**src/rtl/alu_share_arb_if.sv**
```systemverilog
// Requester-side bus for the shared ALU arbiter: two request channels and
// two response channels, with each field packed as {req1, req0}.
//
// Handshake: a request moves when req_valid[i] & req_ready[i] are both high
// at a rising clock edge. A response moves when rsp_valid[i] & rsp_ready[i]
// are both high at a rising clock edge. A requester holds its request fields
// stable while req_valid[i] is high and ready is low. The arbiter holds
// rsp_data and rsp_zero stable while rsp_valid is high and ready is low.
interface alu_share_arb_if #(
  parameter int XLEN = 32
);
  logic [1:0]          req_valid;
  logic [1:0]          req_ready;
  logic [13:0]         req_opcode;
  logic [5:0]          req_func3;
  logic [13:0]         req_func7;
  logic [2*XLEN-1:0]   req_op1;
  logic [2*XLEN-1:0]   req_op2;
  logic [1:0]          rsp_valid;
  logic [1:0]          rsp_ready;
  logic [XLEN-1:0]     rsp_data;
  logic                rsp_zero;

  modport master (
    output req_valid, req_opcode, req_func3, req_func7, req_op1, req_op2,
    output rsp_ready,
    input  req_ready, rsp_valid, rsp_data, rsp_zero
  );

  modport slave (
    input  req_valid, req_opcode, req_func3, req_func7, req_op1, req_op2,
    input  rsp_ready,
    output req_ready, rsp_valid, rsp_data, rsp_zero
  );
endinterface

```
**src/rtl/alu_share_arb.sv**
```systemverilog
// Two-requester round-robin front end for one shared combinational ALU.
// A granted request is registered onto the alu_* outputs, the ALU result is
// captured one cycle later, and it is then held as a response until the
// owning requester accepts it.
module alu_share_arb #(
  parameter int XLEN = 32,
  parameter int CNTW = 16
) (
  input  logic              clk,
  input  logic              rst_n,
  alu_share_arb_if.slave    bus,
  output logic [6:0]        alu_opcode,
  output logic [2:0]        alu_func3,
  output logic [6:0]        alu_func7,
  output logic [XLEN-1:0]   alu_operand1,
  output logic [XLEN-1:0]   alu_operand2,
  input  logic [XLEN-1:0]   alu_out,
  input  logic              alu_zero,
  output logic              busy,
  output logic [CNTW-1:0]   op_count,
  output logic [1:0]        fsm_state
);

  typedef enum logic [1:0] {
    IDLE = 2'd0,
    EXEC = 2'd1,
    RESP = 2'd2
  } state_t;

  state_t state;
  state_t next_state;
  logic   rr;
  logic   owner;
  logic   grant;
  logic   any_valid;
  logic   xfer;
  logic   rsp_fire;

  // The rr requester wins when it is asking; otherwise the other one does.
  assign any_valid = |bus.req_valid;
  assign grant     = bus.req_valid[rr] ? rr : ~rr;
  assign xfer      = (state == IDLE) && any_valid;
  assign rsp_fire  = (state == RESP) && bus.rsp_ready[owner];
  assign fsm_state = state;

  // State register.
  always_ff @(posedge clk or negedge rst_n) begin
    if (!rst_n) begin
      state <= IDLE;
    end else begin
      state <= next_state;
    end
  end

  // Next-state logic: IDLE -> EXEC on a grant, EXEC -> RESP unconditionally,
  // RESP -> IDLE when the owner accepts.
  always_comb begin
    next_state = state;
    case (state)
      IDLE:    if (any_valid) next_state = EXEC;
      EXEC:    next_state = RESP;
      RESP:    if (rsp_fire) next_state = IDLE;
      default: next_state = IDLE;
    endcase
  end

  // FSM outputs. req_ready is gated by rst_n so no grant is shown while
  // reset is held, even if requesters are already asserting valid.
  always_comb begin
    bus.req_ready = 2'b00;
    bus.rsp_valid = 2'b00;
    busy          = 1'b0;
    case (state)
      IDLE: begin
        if (rst_n && any_valid) bus.req_ready = grant ? 2'b10 : 2'b01;
      end
      EXEC: busy = 1'b1;
      RESP: begin
        busy          = 1'b1;
        bus.rsp_valid = owner ? 2'b10 : 2'b01;
      end
      default: ;
    endcase
  end

  // Datapath: latch the granted request, capture the ALU result, and on
  // completion advance the round-robin pointer and the completion counter.
  always_ff @(posedge clk or negedge rst_n) begin
    if (!rst_n) begin
      alu_opcode   <= '0;
      alu_func3    <= '0;
      alu_func7    <= '0;
      alu_operand1 <= '0;
      alu_operand2 <= '0;
      owner        <= 1'b0;
      rr           <= 1'b0;
      bus.rsp_data <= '0;
      bus.rsp_zero <= 1'b0;
      op_count     <= '0;
    end else begin
      if (xfer) begin
        alu_opcode   <= grant ? bus.req_opcode[13:7] : bus.req_opcode[6:0];
        alu_func3    <= grant ? bus.req_func3[5:3]   : bus.req_func3[2:0];
        alu_func7    <= grant ? bus.req_func7[13:7]  : bus.req_func7[6:0];
        alu_operand1 <= grant ? bus.req_op1[2*XLEN-1:XLEN] : bus.req_op1[XLEN-1:0];
        alu_operand2 <= grant ? bus.req_op2[2*XLEN-1:XLEN] : bus.req_op2[XLEN-1:0];
        owner        <= grant;
      end
      if (state == EXEC) begin
        bus.rsp_data <= alu_out;
        bus.rsp_zero <= alu_zero;
      end
      if (rsp_fire) begin
        rr       <= ~owner;
        op_count <= op_count + 1'b1;
      end
    end
  end

endmodule

```
**src/flat_wrapper.sv**
```systemverilog
// flat-port wrapper written by rule: the top's interface ports become plain ports
module alu_share_arb_flat 
#(
  parameter int XLEN = 32,
  parameter int CNTW = 16
)
  (clk, rst_n, alu_opcode, alu_func3, alu_func7, alu_operand1, alu_operand2, alu_out, alu_zero, busy, op_count, fsm_state, bus_req_valid, bus_req_opcode, bus_req_func3, bus_req_func7, bus_req_op1, bus_req_op2, bus_rsp_ready, bus_req_ready, bus_rsp_valid, bus_rsp_data, bus_rsp_zero);
  alu_share_arb_if #(.XLEN(XLEN)) bus_i ();
  input  logic clk;
  input  logic rst_n;
  output logic [6:0] alu_opcode;
  output logic [2:0] alu_func3;
  output logic [6:0] alu_func7;
  output logic [XLEN-1:0] alu_operand1;
  output logic [XLEN-1:0] alu_operand2;
  input  logic [XLEN-1:0] alu_out;
  input  logic alu_zero;
  output logic busy;
  output logic [CNTW-1:0] op_count;
  output logic [1:0] fsm_state;
  input wire logic [$bits(bus_i.req_valid)-1:0] bus_req_valid;
  input wire logic [$bits(bus_i.req_opcode)-1:0] bus_req_opcode;
  input wire logic [$bits(bus_i.req_func3)-1:0] bus_req_func3;
  input wire logic [$bits(bus_i.req_func7)-1:0] bus_req_func7;
  input wire logic [$bits(bus_i.req_op1)-1:0] bus_req_op1;
  input wire logic [$bits(bus_i.req_op2)-1:0] bus_req_op2;
  input wire logic [$bits(bus_i.rsp_ready)-1:0] bus_rsp_ready;
  output wire logic [$bits(bus_i.req_ready)-1:0] bus_req_ready;
  output wire logic [$bits(bus_i.rsp_valid)-1:0] bus_rsp_valid;
  output wire logic [$bits(bus_i.rsp_data)-1:0] bus_rsp_data;
  output wire logic [$bits(bus_i.rsp_zero)-1:0] bus_rsp_zero;
  assign bus_i.req_valid = bus_req_valid;
  assign bus_i.req_opcode = bus_req_opcode;
  assign bus_i.req_func3 = bus_req_func3;
  assign bus_i.req_func7 = bus_req_func7;
  assign bus_i.req_op1 = bus_req_op1;
  assign bus_i.req_op2 = bus_req_op2;
  assign bus_i.rsp_ready = bus_rsp_ready;
  assign bus_req_ready = bus_i.req_ready;
  assign bus_rsp_valid = bus_i.rsp_valid;
  assign bus_rsp_data = bus_i.rsp_data;
  assign bus_rsp_zero = bus_i.rsp_zero;
  alu_share_arb #(.XLEN(XLEN), .CNTW(CNTW)) u_core (.clk(clk), .rst_n(rst_n), .bus(bus_i), .alu_opcode(alu_opcode), .alu_func3(alu_func3), .alu_func7(alu_func7), .alu_operand1(alu_operand1), .alu_operand2(alu_operand2), .alu_out(alu_out), .alu_zero(alu_zero), .busy(busy), .op_count(op_count), .fsm_state(fsm_state));
endmodule
```
**config.mk**
```make
export PLATFORM = sky130hd
export DESIGN_NAME = alu_share_arb_flat
export DESIGN_NICKNAME = d
export VERILOG_FILES = /design/src/rtl/alu_share_arb_if.sv /design/src/rtl/alu_share_arb.sv /design/src/flat_wrapper.sv
export SDC_FILE = /design/constraint.sdc
export NUM_CORES = 1
export LEC_CHECK = 0
export BUFFER_PORTS_ARGS = -buffer_cell sky130_fd_sc_hd__clkbuf_2
export CORE_AREA = 2 2 132 134
export DETAILED_ROUTE_END_ITERATION = 8
export DIE_AREA = 0 0 134 136
export HOLD_SLACK_MARGIN = 0.06
export PLACE_DENSITY = 0.75
export SLEW_MARGIN = 25
export SYNTH_ARGS = -nofsm -noshare
export SYNTH_HDL_FRONTEND = slang
export SYNTH_SLANG_ARGS = --single-unit
export TNS_END_PERCENT = 10
```
**constraint.sdc**
```tcl
create_clock -name clk -period 1.8 [get_ports clk]
set_input_delay 0.09 -clock clk [delete_from_list [all_inputs] [get_ports clk]]
set_output_delay 0.09 -clock clk [all_outputs]
set_load 0.01 [all_outputs]
```
# Word level (Yosys, flattened, before mapping)

Cells that the tools add are included.
Widths: inputs -> output; s select.

Bits in registers: 134
Input port bits: 201
Output and inout bits: 137
Word-level logic and storage cells: 46

Add/subtract/negate cells: 1
Magnitude comparators: 2
Equal/unequal tests: 4
Mux-type cells: 19
Bitwise logic cells: 2
Reductions and logical operators: 7

Operator list:

| operator              | number |
|---|---|
| $mux 32               | 2 |
| $add 16x1->16 const B | 1 |
| $mux 2                | 7 |
| $mux 7                | 2 |
| $mux 1                | 6 |
| $pmux 2 s3            | 1 |
| $lt 1x2->1 const B    | 2 |
| $ne 2x1->1 const B    | 2 |
| $reduce_or 2->1       | 2 |
| $logic_and 1x1->1     | 3 |
| $mux 3                | 1 |
| $eq 2x1->1 const B    | 1 |
| $eq 2x2->1 const B    | 1 |
| $logic_not 2->1       | 1 |
| $not 1->1             | 2 |
| $reduce_and 2->1      | 1 |

# Logic depth before layout (Yosys ltp)

Gate-level depths: netlist of the first run.

Depth in word-level cells: 6
Depth in mapped cells: 8
Depth with buffers taken out: 6

# Worst setup path after synthesis of the first run

OpenSTA, ideal clock, no wires.

Path kind: reg-to-reg
Start: register u_core.state[0] (netlist: u_core.fsm_state[0])
End: register u_core.op_count[15]
Setup time: 124 ps
Arrival time: 1716 ps
Data required time: 1676 ps
Slack: -40 ps
Cell stages (with the launch flop): 7
Path buffers: 0
Clock period less this slack: 1840 ps
Cells stage by stage: dfrtp_1 -> inv_1 -> ha_1 -> nand4_1 -> nor3_2 -> or4b_1 -> xnor2_1

Word-level cells in the longest chain between the ends: 2

RTL lines:

| item                   | line                 | source |
|---|---|---|
| from (decl)            | alu_share_arb.sv:30  | `state_t state;` |
| from (signal assigned) | alu_share_arb.sv:51  | `state <= next_state;` |
| $eq 2x2->1             | alu_share_arb.sv:43  | `assign rsp_fire = (state == RESP) && bus.rsp_ready[owner];` |
| $logic_and 1x1->1      | alu_share_arb.sv:43  |  |
| to (signal assigned)   | alu_share_arb.sv:115 | `op_count <= op_count + 1'b1;` |
| to (decl)              | alu_share_arb.sv:20  | `output logic [CNTW-1:0] op_count,` |

No other way between the ends.
A chain may end at the register's enable or synchronous reset.

# Worst setup path in the final report of the first run

Ends and elaborated chain as after synthesis.

==> results of run 1 <==
-- logic make-up (layout without fill, tap and decap cells) --
kind of cell | Yosys count | after routing | synth area share (%)
AND/OR/NAND/NOR | 33 | 33 | 3.651
flip-flops | 134 | 134 | 61.54
buffers and inverters | 117 | 690 | 8.082
adder cells (fa/ha/maj) | 6 | 6 | 1.378
XOR/XNOR | 15 | 15 | 2.411
AO/OA/AOI/OAI | 89 | 89 | 15.73
other | 0 | 1 | 0
multiplexers | 35 | 35 | 7.210
-- metrics by stage --
| stage | util, % | total power (W) | hold slack (ns) | setup TNS [ns] |
|---|---|---|---|---|
| after floorplan | - | 0.008475 | -0.2056 | -0.003934 |
| after global placement | 45.07 | 0.01108 | -0.1106 | 0 |
| after detailed placement | 45.07 | 0.01125 | -0.1100 | 0 |
| after CTS | 61.14 | 0.01543 | 0.08105 | -0.1397 |
| after global routing | 62.12 | 0.01678 | 0.09671 | -1.099 |
| final | 62.14 | 0.01595 | 0.1022 | -0.05155 |
-- area by class of cell --
cell class / count / share of cell area [%]
flip-flops and latches: 134 / 31.98
clock buffers: 19 / 4.224
inverters: 87 / 3.114
repair buffers: 572 / 39.91
clock inverters: 12 / 1.480
well taps: 225 / 2.685
multi-input cells: 178 / 16.59
diodes: 1 / 0.02386
-- final timing paths --
kind                                startpoint                 endpoint  slack (ns)  depth (start not counted)
min in group clk              bus_req_valid[1]      u_core.fsm_state[0]        0.28                          5
hold / removal                           rst_n   u_core.bus.rsp_data[5]        0.10                          2
setup / recovery           u_core.fsm_state[0]      u_core.op_count[15]       -0.03                          7
hold reg to reg            u_core.op_count[15]      u_core.op_count[15]        0.48                          1
setup reg to reg           u_core.fsm_state[0]      u_core.op_count[15]       -0.03                          7
max in group asynchronous                rst_n  u_core.alu_operand2[19]        0.97                          3
-- flip-flops by register name (all words and copies together) (netlist names), 2 cells and up --
signal	flops
u_core.alu_operand1	32
u_core.alu_operand2	32
u_core.bus.rsp_data	32
u_core.op_count	16
u_core.alu_func7	7
u_core.alu_opcode	7
u_core.alu_func3	3
u_core.fsm_state	2
-- cell usage in the layout, fill, tap and decap left out, types with 5 or more instances in the layout --
cell / Yosys / routed
nand3_1: 5 / 5
dfrtp_1: 134 / 134
buf_4: 0 / 21
xor2_1: 5 / 5
mux2_2: 34 / 34
a222oi_1: 81 / 81
inv_1: 87 / 85
clkbuf_16: 0 / 21
clkbuf_2: 0 / 334
buf_6: 0 / 5
nand2_1: 8 / 6
xnor2_1: 10 / 10
dlygate4sd3_1: 0 / 197
buf_12: 0 / 10
-- where the power goes --
part,switching [W],internal (W)
Combinational,0.00357,0.00348
Sequential,0.000969,0.00441
Clock,0.00132,0.00221
-- cell usage after synthesis --
master	number	area share (%)
a22oi_1	1	0.14
a222oi_1	81	15
nand3_1	5	0.46
and4_1	1	0.16
nor3_2	2	0.37
and2b_1	1	0.14
mux2i_1	1	0.18
a21oi_1	3	0.28
xor2_1	5	0.80
nand2b_1	2	0.23
clkbuf_1	29	2.0
o21ai_1	1	0.092
mux2_2	34	7.0
and2_1	3	0.34
nor2_2	1	0.11
inv_1	87	6.0
nand2_1	8	0.55
nand4_1	3	0.34
ha_1	6	1.4
xnor2_1	10	1.6
a22o_1	1	0.16
nor2_1	4	0.28
buf_2	1	0.092
or4b_1	2	0.37
o21ai_0	2	0.18
dfrtp_1	134	62
nor3_4	1	0.30
-- what timing repair did --
item,in CTS,in global routing
buffers inserted,7,6
pin swaps,13,35
hold endpoints to repair,249,0
gates cloned,2,4
setup endpoints to repair,6,78
hold buffers,197,0
gates resized for setup,5,19
-- routing by layer --
metal	GRT usage, %	part of all wire, %	vias to the layer above
met5	0	0	-
met4	15.72	4.9	0
met3	6.488	8.9	90
met2	40.28	51	448
met1	27.11	36	3028
li1	-	-	2716
==> flow_summary.ini, run 1 <==
[logic_synthesis]
syn_avg_cell_area_sq_um = 12.70
seq_area_frac_synth_pct = 61.54
synth-seq-cells = 134
syn-cell-area_sq_um = 5449
synthCells = 429
ys.warnings.count = 0
synth_nets = 636
ys_types = 27

[sta]
finalHoldViolations = 0
slew_viol_final = 0
setup_viol = 2
tightest_slew_ns = 0.4348
clock.fmax_mhz = 546.3
rsz0062_at_grt = true
setup_ws_ns = -0.03036
finalClockSkew_ns = 0.004966
period_needed_ns = 1.830
layout_worst_path_cycle_share_pct = 101.7
relSlewSlack_pct = 71.01

[global_routing]
grt_pass1_vias = 6561
antenna_found_initial = 0
grt_first_pass_wirelength_microns = 33770
globalRoute.totalOverflow = 0
grt_max_degree = 78
track_usage_pct = 24.05

[detailed_routing]
vias_per_cell = 5.116
antenna_left = 0
dr.first_iter.drc_count = 683
wl_microns = 23080
routedWlPerCell_microns = 18.80
drc = 3
vias = 6282
firstDrtPassIters = 9

[worst_setup_path]
max_stage_delay_ns = 0.48
cp.required_ns = 2.09
path_max_fanout = 3
path_buf_inv = 2
worst_ep_arrival_time_ns = 2.12
critPathTopFamily = simple AND/OR/NAND/NOR gates
crit_type = reg2reg
crit_path_end_kind = flop
worstPathCellList = inv_2 -> buf_4 -> ha_4 -> nand4_1 -> nor3_2 -> or4b_4 -> xnor2_1
slowest_stage = or4b_4
start_kind = flop

[place]
placed_cells = 981
place_area_sq_um = 7606
post-place-ws_ns = 0.003985
dp_hpwl_microns = 12080
gp_congestion = 0.7727
port_buffers = 337

[finish]
stdcell_count = 1228
syn_to_final_growth_pct = 92.45
num-fill-cells = 1209
multiInputGateArea_sq_um = 1739
final_cell_area_sq_um = 10490
drive_above_1_share_pct = 45.61
seqCellArea_sq_um = 3353
fin_nets = 1197

[clocking]
clk_path_buf_depth = 2
clk_pin_slew_ns = 0.06
cts_made_buffers = 17
cts_sinks = 134
cts_tree = yes
clockRootBuffer = clkbuf_16
clk_latency_ns = 0.40
h-tree-depth = 4

[run_status]
violations = design-rule violations, negative setup slack
status = finished with violations

[die]
fp.dieW_microns = 134
dieHeight_microns = 136
start_util_pct = 32.29
fp.dieArea_sq_um = 18220
core_area_sq_um = 16880
rows = 48
pin_count = 338

[power_and_ir_drop]
power_density_nw_per_um2 = 1521
leakage_nw = 5.497
peakVddDrop_mv = 0.7761

[run]
cap_viol_max_count = 0

[hold_path]
min_path_type = in2async
Power figures use the tool's default switching activity.
==> run 2: changes to the inputs <==
--- a/config.mk
+++ b/config.mk
@@ -6,11 +6,11 @@
 export NUM_CORES = 1
 export LEC_CHECK = 0
 export BUFFER_PORTS_ARGS = -buffer_cell sky130_fd_sc_hd__clkbuf_2
-export CORE_AREA = 2 2 132 134
+export CORE_MARGIN = 4
+export CORE_UTILIZATION = 35
 export DETAILED_ROUTE_END_ITERATION = 8
-export DIE_AREA = 0 0 134 136
 export HOLD_SLACK_MARGIN = 0.06
-export PLACE_DENSITY = 0.75
+export PLACE_DENSITY = 0.77
 export SLEW_MARGIN = 25
 export SYNTH_ARGS = -nofsm -noshare
 export SYNTH_HDL_FRONTEND = slang
==> constraint.sdc (replaced) <==
create_clock -name clk -period 1.9 [get_ports clk]
set_input_delay 0.095 -clock clk [delete_from_list [all_inputs] [get_ports clk]]
set_output_delay 0.095 -clock clk [all_outputs]
set_load 0.01 [all_outputs]
==> run 2 against run 1 <==
Against the previous run:
- the flow now stops in clock tree synthesis
- area after synthesis unchanged
- synthesized cell count unchanged
==> flow_summary.ini, run 2 <==
[logic_synthesis]
yosysTopAreaCell = dfrtp_1
async_reset_ff_share_pct = 100.0
synth_area_leaders = dfrtp_1, a222oi_1, mux2_2
synth_nets = 636
ys.flop_type = dfrtp_1
synth_top_area_share_pct = 61.54
synth_edf_count = 0
synth-seq-cells = 134
syn-cell-area_sq_um = 5449
synth.most_common_cell = dfrtp_1
ys.warnings.count = 0
syn_avg_cell_area_sq_um = 12.70
synthCells = 429
synth_common_cells = dfrtp_1, inv_1, a222oi_1, mux2_2, clkbuf_1
seq_area_frac_synth_pct = 61.54
ys_types = 27

[place]
port_buffers = 337
gp_congestion = 0.7850
dp_hpwl_microns = 12550

[die]
fp.dieW_microns = 132.8
dieHeight_microns = 132.8
start_util_pct = 35.84
pin_count = 338
rows = 45

[clocking]
clk_path_buf_depth = 2
cts_resized = 4
cts_sinks = 134
cts_setup_buffers = 3
clockRootBuffer = clkbuf_16
h-tree-depth = 4
holdBufCountCts = 196
cts_made_buffers = 17

[run_status]
lastStage = clock tree synthesis
status = aborted with a tool error
error_line = [ERROR RSZ-0060] Max buffer count reached.
run 2: cell counts after synthesis:
Identical to the previous run, type by type.
run 2: kinds of logic after synthesis:
| logic type | after synthesis | share of synthesized area, % |
|---|---|---|
| DFF | 134 | 61.54 |
| buffers and inverters | 117 | 8.082 |
| AOI/OAI and AO/OA | 89 | 15.73 |
| muxes | 35 | 7.210 |
| and+or+nand+nor | 33 | 3.651 |
| xor gates and xnor gates | 15 | 2.411 |
| adders and majority gates | 6 | 1.378 |
run 2: per-stage QoR:
| stage | worst slack (ns) | hold slack (ns) | instance area [sq um] | utilization, % | cells |
|---|---|---|---|---|---|
| detailed placement | 0.01455 | -0.02598 | 7490 | 49.27 | 938 |
| global placement | 0.1038 | -0.02835 | 7490 | 49.27 | 938 |
| floorplan | 0.05990 | -0.2006 | 5449 | - | 429 |
==> run 3: changes to the inputs <==
--- a/config.mk
+++ b/config.mk
@@ -7,10 +7,9 @@
 export LEC_CHECK = 0
 export BUFFER_PORTS_ARGS = -buffer_cell sky130_fd_sc_hd__clkbuf_2
 export CORE_MARGIN = 4
-export CORE_UTILIZATION = 35
+export CORE_UTILIZATION = 20
 export DETAILED_ROUTE_END_ITERATION = 8
-export HOLD_SLACK_MARGIN = 0.06
-export PLACE_DENSITY = 0.77
+export PLACE_DENSITY_LB_ADDON = 0.15
 export SLEW_MARGIN = 25
 export SYNTH_ARGS = -nofsm -noshare
 export SYNTH_HDL_FRONTEND = slang
==> run 3 against run 2 <==
Against the previous run:
- the flow now finishes without violations
==> flow_summary.ini, run 3 (synthesis gave the netlist of run 1 again) <==
[run_status]
status = finished, final reports clean

[sta]
holdWs_ns = 0.2880
layout_worst_path_cycle_share_pct = 96.88
setup_viol = 0
relSlewSlack_pct = 61.04
period_needed_ns = 1.841
slew_viol_final = 0
tightest_slew_ns = 0.5844
clock.fmax_mhz = 543.3
finalClockSkew_ns = 0.008719
setup_tns_ns = 0
finalHoldViolations = 0
rsz0062_at_grt = true

[power_and_ir_drop]
p_int_w = 0.009878
power_density_nw_per_um2 = 1439
combPwrFrac_pct = 41.6
p_sw_share_pct = 34.83
leakage_nw = 5.458
p_clk_share_pct = 25.6
p_sw_w = 0.005278
pwr-share-seq_pct = 32.8
peakVddDrop_mv = 0.6122

[die]
rows = 60
dieHeight_microns = 173.1
fp.dieW_microns = 173.1
fp.dieArea_sq_um = 29950
start_util_pct = 20.27
core_area_sq_um = 26880
pin_count = 338

[detailed_routing]
drc = 0
routedWlPerCell_microns = 16.39
wl_microns = 21840
wl_met2_microns = 11000
route.top_layer_used = met4
vias = 5770
vias_per_cell = 4.332
wl_met3_microns = 1567
antenna_left = 0
firstDrtPassIters = 8
m1WireLength_microns = 8705
dr.first_iter.drc_count = 477

[worst_setup_path]
path_buf_inv = 3
cp.required_ns = 1.80
slowest_stage = dfrtp_1
critPathTopFamily = flip-flops
crit_type = reg2out
crit_path_end_kind = output pin
worstPathCellList = inv_2 -> ha_4 -> nand2_1 -> a21oi_4 -> buf_12 -> and2_1 -> buf_2
worst_ep_arrival_time_ns = 1.75
path_max_fanout = 4
start_kind = flop
max_stage_delay_ns = 0.38

[finish]
stdcell_count = 1332
antennaDiodeCount = 0
most-common-layout-cells = clkbuf_2, dlygate4sd3_1, dfrtp_1, inv_1, a222oi_1
syn_to_final_growth_pct = 93.30
largestRegisters = u_core.alu_operand1: 32 flops, u_core.alu_operand2: 32 flops, u_core.bus.rsp_data: 32 flops
layout_commonest_cell = clkbuf_2
fin_nets = 1187
final_util_pct = 39.19
num-fill-cells = 2559
final_cell_area_sq_um = 10530
drive_above_1_share_pct = 44.40

[global_routing]
track_usage_pct = 14.48
grt_pass1_vias = 6361
grt_max_degree = 102
grt_first_pass_wirelength_microns = 34940
antenna_found_initial = 0
globalRoute.totalOverflow = 0

[clocking]
clk_pin_slew_ns = 0.06
cts_sinks = 134
clockRootBuffer = clkbuf_16
cts_tree = yes
clk_path_buf_depth = 2
h-tree-depth = 4
clk_latency_ns = 0.41
cts_made_buffers = 17

[hold_path]
min_path_type = in2reg

[run]
cap_viol_max_count = 0

[place]
placed_cells = 1094
gp_congestion = 0.7705
dp_hpwl_microns = 13970
place_area_sq_um = 7691
port_buffers = 337
==> run 3: worst min-delay path: cells and delay by family <==
kind / cells / cell delay, ns
buffers and inverters: 1 / 0.14
AOI/OAI and AO/OA: 2 / 0.20
and+or+nand+nor: 2 / 0.21
==> run 3: worst paths after layout <==
check,startpoint,to,slack (ns),cells after the start
max,u_core.fsm_state[0],bus_req_ready[1],0.06,7
min in group asynchronous,rst_n,u_core.alu_operand1[27],0.35,3
min reg2reg,u_core.op_count[15],u_core.op_count[15],0.48,1
max reg2reg,u_core.fsm_state[0],u_core.alu_operand1[19],0.08,9
min,bus_req_valid[1],u_core.fsm_state[1],0.29,5
max in group asynchronous,rst_n,u_core.bus.rsp_data[18],1.07,3
==> run 3: per-layer routing <==
| metal | vias to the layer above | GRT usage (%) |
|---|---|---|
| met5 | - | 0 |
| met3 | 38 | 3.935 |
| met2 | 287 | 25.10 |
| met1 | 2747 | 17.14 |
| li1 | 2698 | - |
| met4 | 0 | 5.520 |
==> run 3: final cells by class <==
class	count	area (sq um)	area share, %
Clock buffer	18	429.2	4.075
Clock inverter	12	252.7	2.400
Inverter	87	326.6	3.100
Multi-Input combinational cell	178	1708	16.22
Sequential cell	134	3353	31.84
Tap cell	341	426.7	4.051
Timing Repair Buffer	562	4036	38.32
==> run 3: stage by stage <==
stage / power (W) / worst slack, ns
2_1_floorplan: 0.008007 / 0.05990
3_3_place_gp: 0.01074 / 0.04919
3_5_place_dp: 0.01073 / 0.03671
4_1_cts: 0.01538 / 0.009346
5_1_grt: 0.01619 / -0.06361
6_report: 0.01516 / 0.05924
==> run 3: power by group through the flow <==
| stage | Sequential [W] | Clock, W | Combinational [W] |
|---|---|---|---|
| after floorplan | 0.00549 | 0 | 0.00251 |
| after global placement | 0.00500 | 0 | 0.00574 |
| after detailed placement | 0.00498 | 0 | 0.00574 |
| after CTS | 0.00496 | 0.00404 | 0.00638 |
| after global routing | 0.00513 | 0.00415 | 0.00692 |
| final | 0.00497 | 0.00388 | 0.00630 |
==> run 3: what timing repair did <==
action / CTS / global route
setup endpoints to repair: 2 / 54
hold endpoints to repair: 249 / 0
cloned: 3 / 0
pin swaps: 3 / 8
buffers inserted: 7 / 1
hold buffers: 197 / 0
gates resized for setup: 5 / 6
==> run 4: changes to the inputs <==
--- a/config.mk
+++ b/config.mk
@@ -6,6 +6,8 @@
 export NUM_CORES = 1
 export LEC_CHECK = 0
 export BUFFER_PORTS_ARGS = -buffer_cell sky130_fd_sc_hd__clkbuf_2
+export CELL_PAD_IN_SITES_DETAIL_PLACEMENT = 1
+export CELL_PAD_IN_SITES_GLOBAL_PLACEMENT = 2
 export CORE_MARGIN = 4
 export CORE_UTILIZATION = 20
 export DETAILED_ROUTE_END_ITERATION = 8
==> run 4 against run 3 <==
Against the previous run:
- the flow now finishes with violations (design-rule violations)
- sequential share of layout area up 0.43 points
- sequential power grew 0.8%
- global-route usage rose by 1.4 points
- critical path type unchanged
- critical endpoint is now bus_req_ready[0]
- largest power group unchanged
- highest routed layer unchanged
==> flow_summary.ini, run 4 (synthesis gave the netlist of run 1 again) <==
[run_status]
status = finished with violations
violations = design-rule violations

[finish]
largestRegisters = u_core.alu_operand1: 32 flops, u_core.alu_operand2: 32 flops, u_core.bus.rsp_data: 32 flops
syn_to_final_growth_pct = 90.75
fin_nets = 1181
stdcell_count = 1329
num-fill-cells = 3013
most-common-layout-cells = clkbuf_2, dlygate4sd3_1, dfrtp_1, inv_1, a222oi_1
drive_above_1_share_pct = 44.17
multiInputGateArea_sq_um = 1704
layout_commonest_cell = clkbuf_2
seqCellArea_sq_um = 3353

[detailed_routing]
routedWlPerCell_microns = 17.94
firstDrtPassIters = 9
drc = 2
vias = 5866
antenna_left = 0
vias_per_cell = 4.414
wl_microns = 23840
dr.first_iter.drc_count = 479

[clocking]
h-tree-depth = 4
cts_sinks = 134
cts_made_buffers = 17
clk_path_buf_depth = 2
cts_tree = yes
clk_pin_slew_ns = 0.07
clk_latency_ns = 0.42
clockRootBuffer = clkbuf_16

[global_routing]
antenna_found_initial = 1
grt_max_degree = 63
globalRoute.totalOverflow = 0
track_usage_pct = 15.92
grt_pass1_vias = 6743
grt_first_pass_wirelength_microns = 38300

[die]
start_util_pct = 20.27
dieHeight_microns = 173.1
rows = 60
core_area_sq_um = 26880
pin_count = 338
fp.dieW_microns = 173.1
fp.dieArea_sq_um = 29950

[power_and_ir_drop]
power_density_nw_per_um2 = 1421
peakVddDrop_mv = 0.5594
leakage_nw = 5.390

[sta]
slew_viol_final = 0
tightest_slew_ns = 0.4421
finalHoldViolations = 0
rsz0062_at_grt = true
setup_viol = 0
layout_worst_path_cycle_share_pct = 95.79
finalClockSkew_ns = 0.01033
period_needed_ns = 1.820
clock.fmax_mhz = 549.5
setup_tns_ns = 0
relSlewSlack_pct = 70.53

[place]
gp_congestion = 0.7262
dp_hpwl_microns = 15350
placed_cells = 1093
port_buffers = 337

[worst_setup_path]
worstPathCellList = inv_2 -> ha_4 -> nand2_1 -> a21oi_4 -> buf_12 -> and2_1 -> clkbuf_2
crit_type = reg2out
cp.required_ns = 1.80
path_max_fanout = 4
slowest_stage = dfrtp_1
worst_ep_arrival_time_ns = 1.72
start_kind = flop
crit_path_end_kind = output pin
max_stage_delay_ns = 0.39

[run]
cap_viol_max_count = 0

[hold_path]
min_path_type = in2async
-- run 4: changes by cell type in the layout (fill, tap and decap cells not counted), sizes merged --
cell,change
clkinv,-2
clkbuf,+2
buf,-7
bufinv,-5
inv,+8
diode,+1
-- run 4: final cells by class --
class                      instances  area share, %
timing repair buffer             556          38.17
multi-input combinational        178          16.40
tap                              341          4.105
sequential                       134          32.26
antenna                            1        0.02408
clock inverter                    13          1.541
clock buffer                      19          4.358
inverter                          87          3.142
-- run 4: what timing repair did --
action / CTS / global route
endpoints found under the setup margin: 2 / 4
buffers inserted: 3 / 1
endpoints found under the hold margin: 156 / 0
pin swaps: 1 / 2
resized for setup: 8 / 0
hold buffers: 197 / 0
gates cloned: 2 / 0
-- run 4: path summary, 6_finish.rpt --
path                                      from                       to  slack [ns]  cells past startpoint
max                        u_core.fsm_state[0]         bus_req_ready[0]        0.08                      7
min                                      rst_n  u_core.bus.rsp_data[24]        0.17                      2
max reg2reg                u_core.fsm_state[1]      u_core.alu_func7[3]        0.10                      8
min reg2reg                u_core.op_count[15]      u_core.op_count[15]        0.48                      1
max in group asynchronous                rst_n  u_core.alu_operand2[28]        0.93                      3
min in group clk              bus_req_valid[1]      u_core.fsm_state[0]        0.28                      4
-- run 4: layer usage --
layer / GRT usage (%) / up-vias / share of wire [%] / wire (microns)
li1: - / 2680 / - / -
met1: 17.37 / 2867 / 36 / 8686
met2: 28.96 / 262 / 54 / 12770
met3: 4.198 / 57 / 6.4 / 1525
met4: 7.150 / 0 / 3.6 / 864
met5: 0 / - / 0 / 0
-- run 4: power breakdown --
part,internal [W],switching [W]
clock,0.00205,0.00142
sequential,0.00417,0.000837
combinational,0.00303,0.00326
-- run 4: worst max-delay path, delay by kind of cell, from the launching register on --
| kind | cells | cell delay, ns |
|---|---|---|
| DFF | 1 | 0.39 |
| buffers and inverters | 3 | 0.36 |
| and+or+nand+nor | 2 | 0.21 |
| adders and majority gates | 1 | 0.17 |
| AOI/OAI and AO/OA | 1 | 0.17 |
-- run 4: metrics by stage --
stage	hold WS, ns	util (%)	area (sq um)	total power, W	setup WS, ns
5_1_grt	0.2004	38.67	10390	0.01581	-0.02937
3_3_place_gp	0.05111	28.59	7684	0.01071	0.07126
2_1_floorplan	-0.2006	-	5449	0.008007	0.05990
6_report	0.1708	38.67	10390	0.01477	0.08008
3_5_place_dp	0.06136	28.59	7684	0.01083	0.07020
4_1_cts	0.1628	38.64	10380	0.01498	0.007505
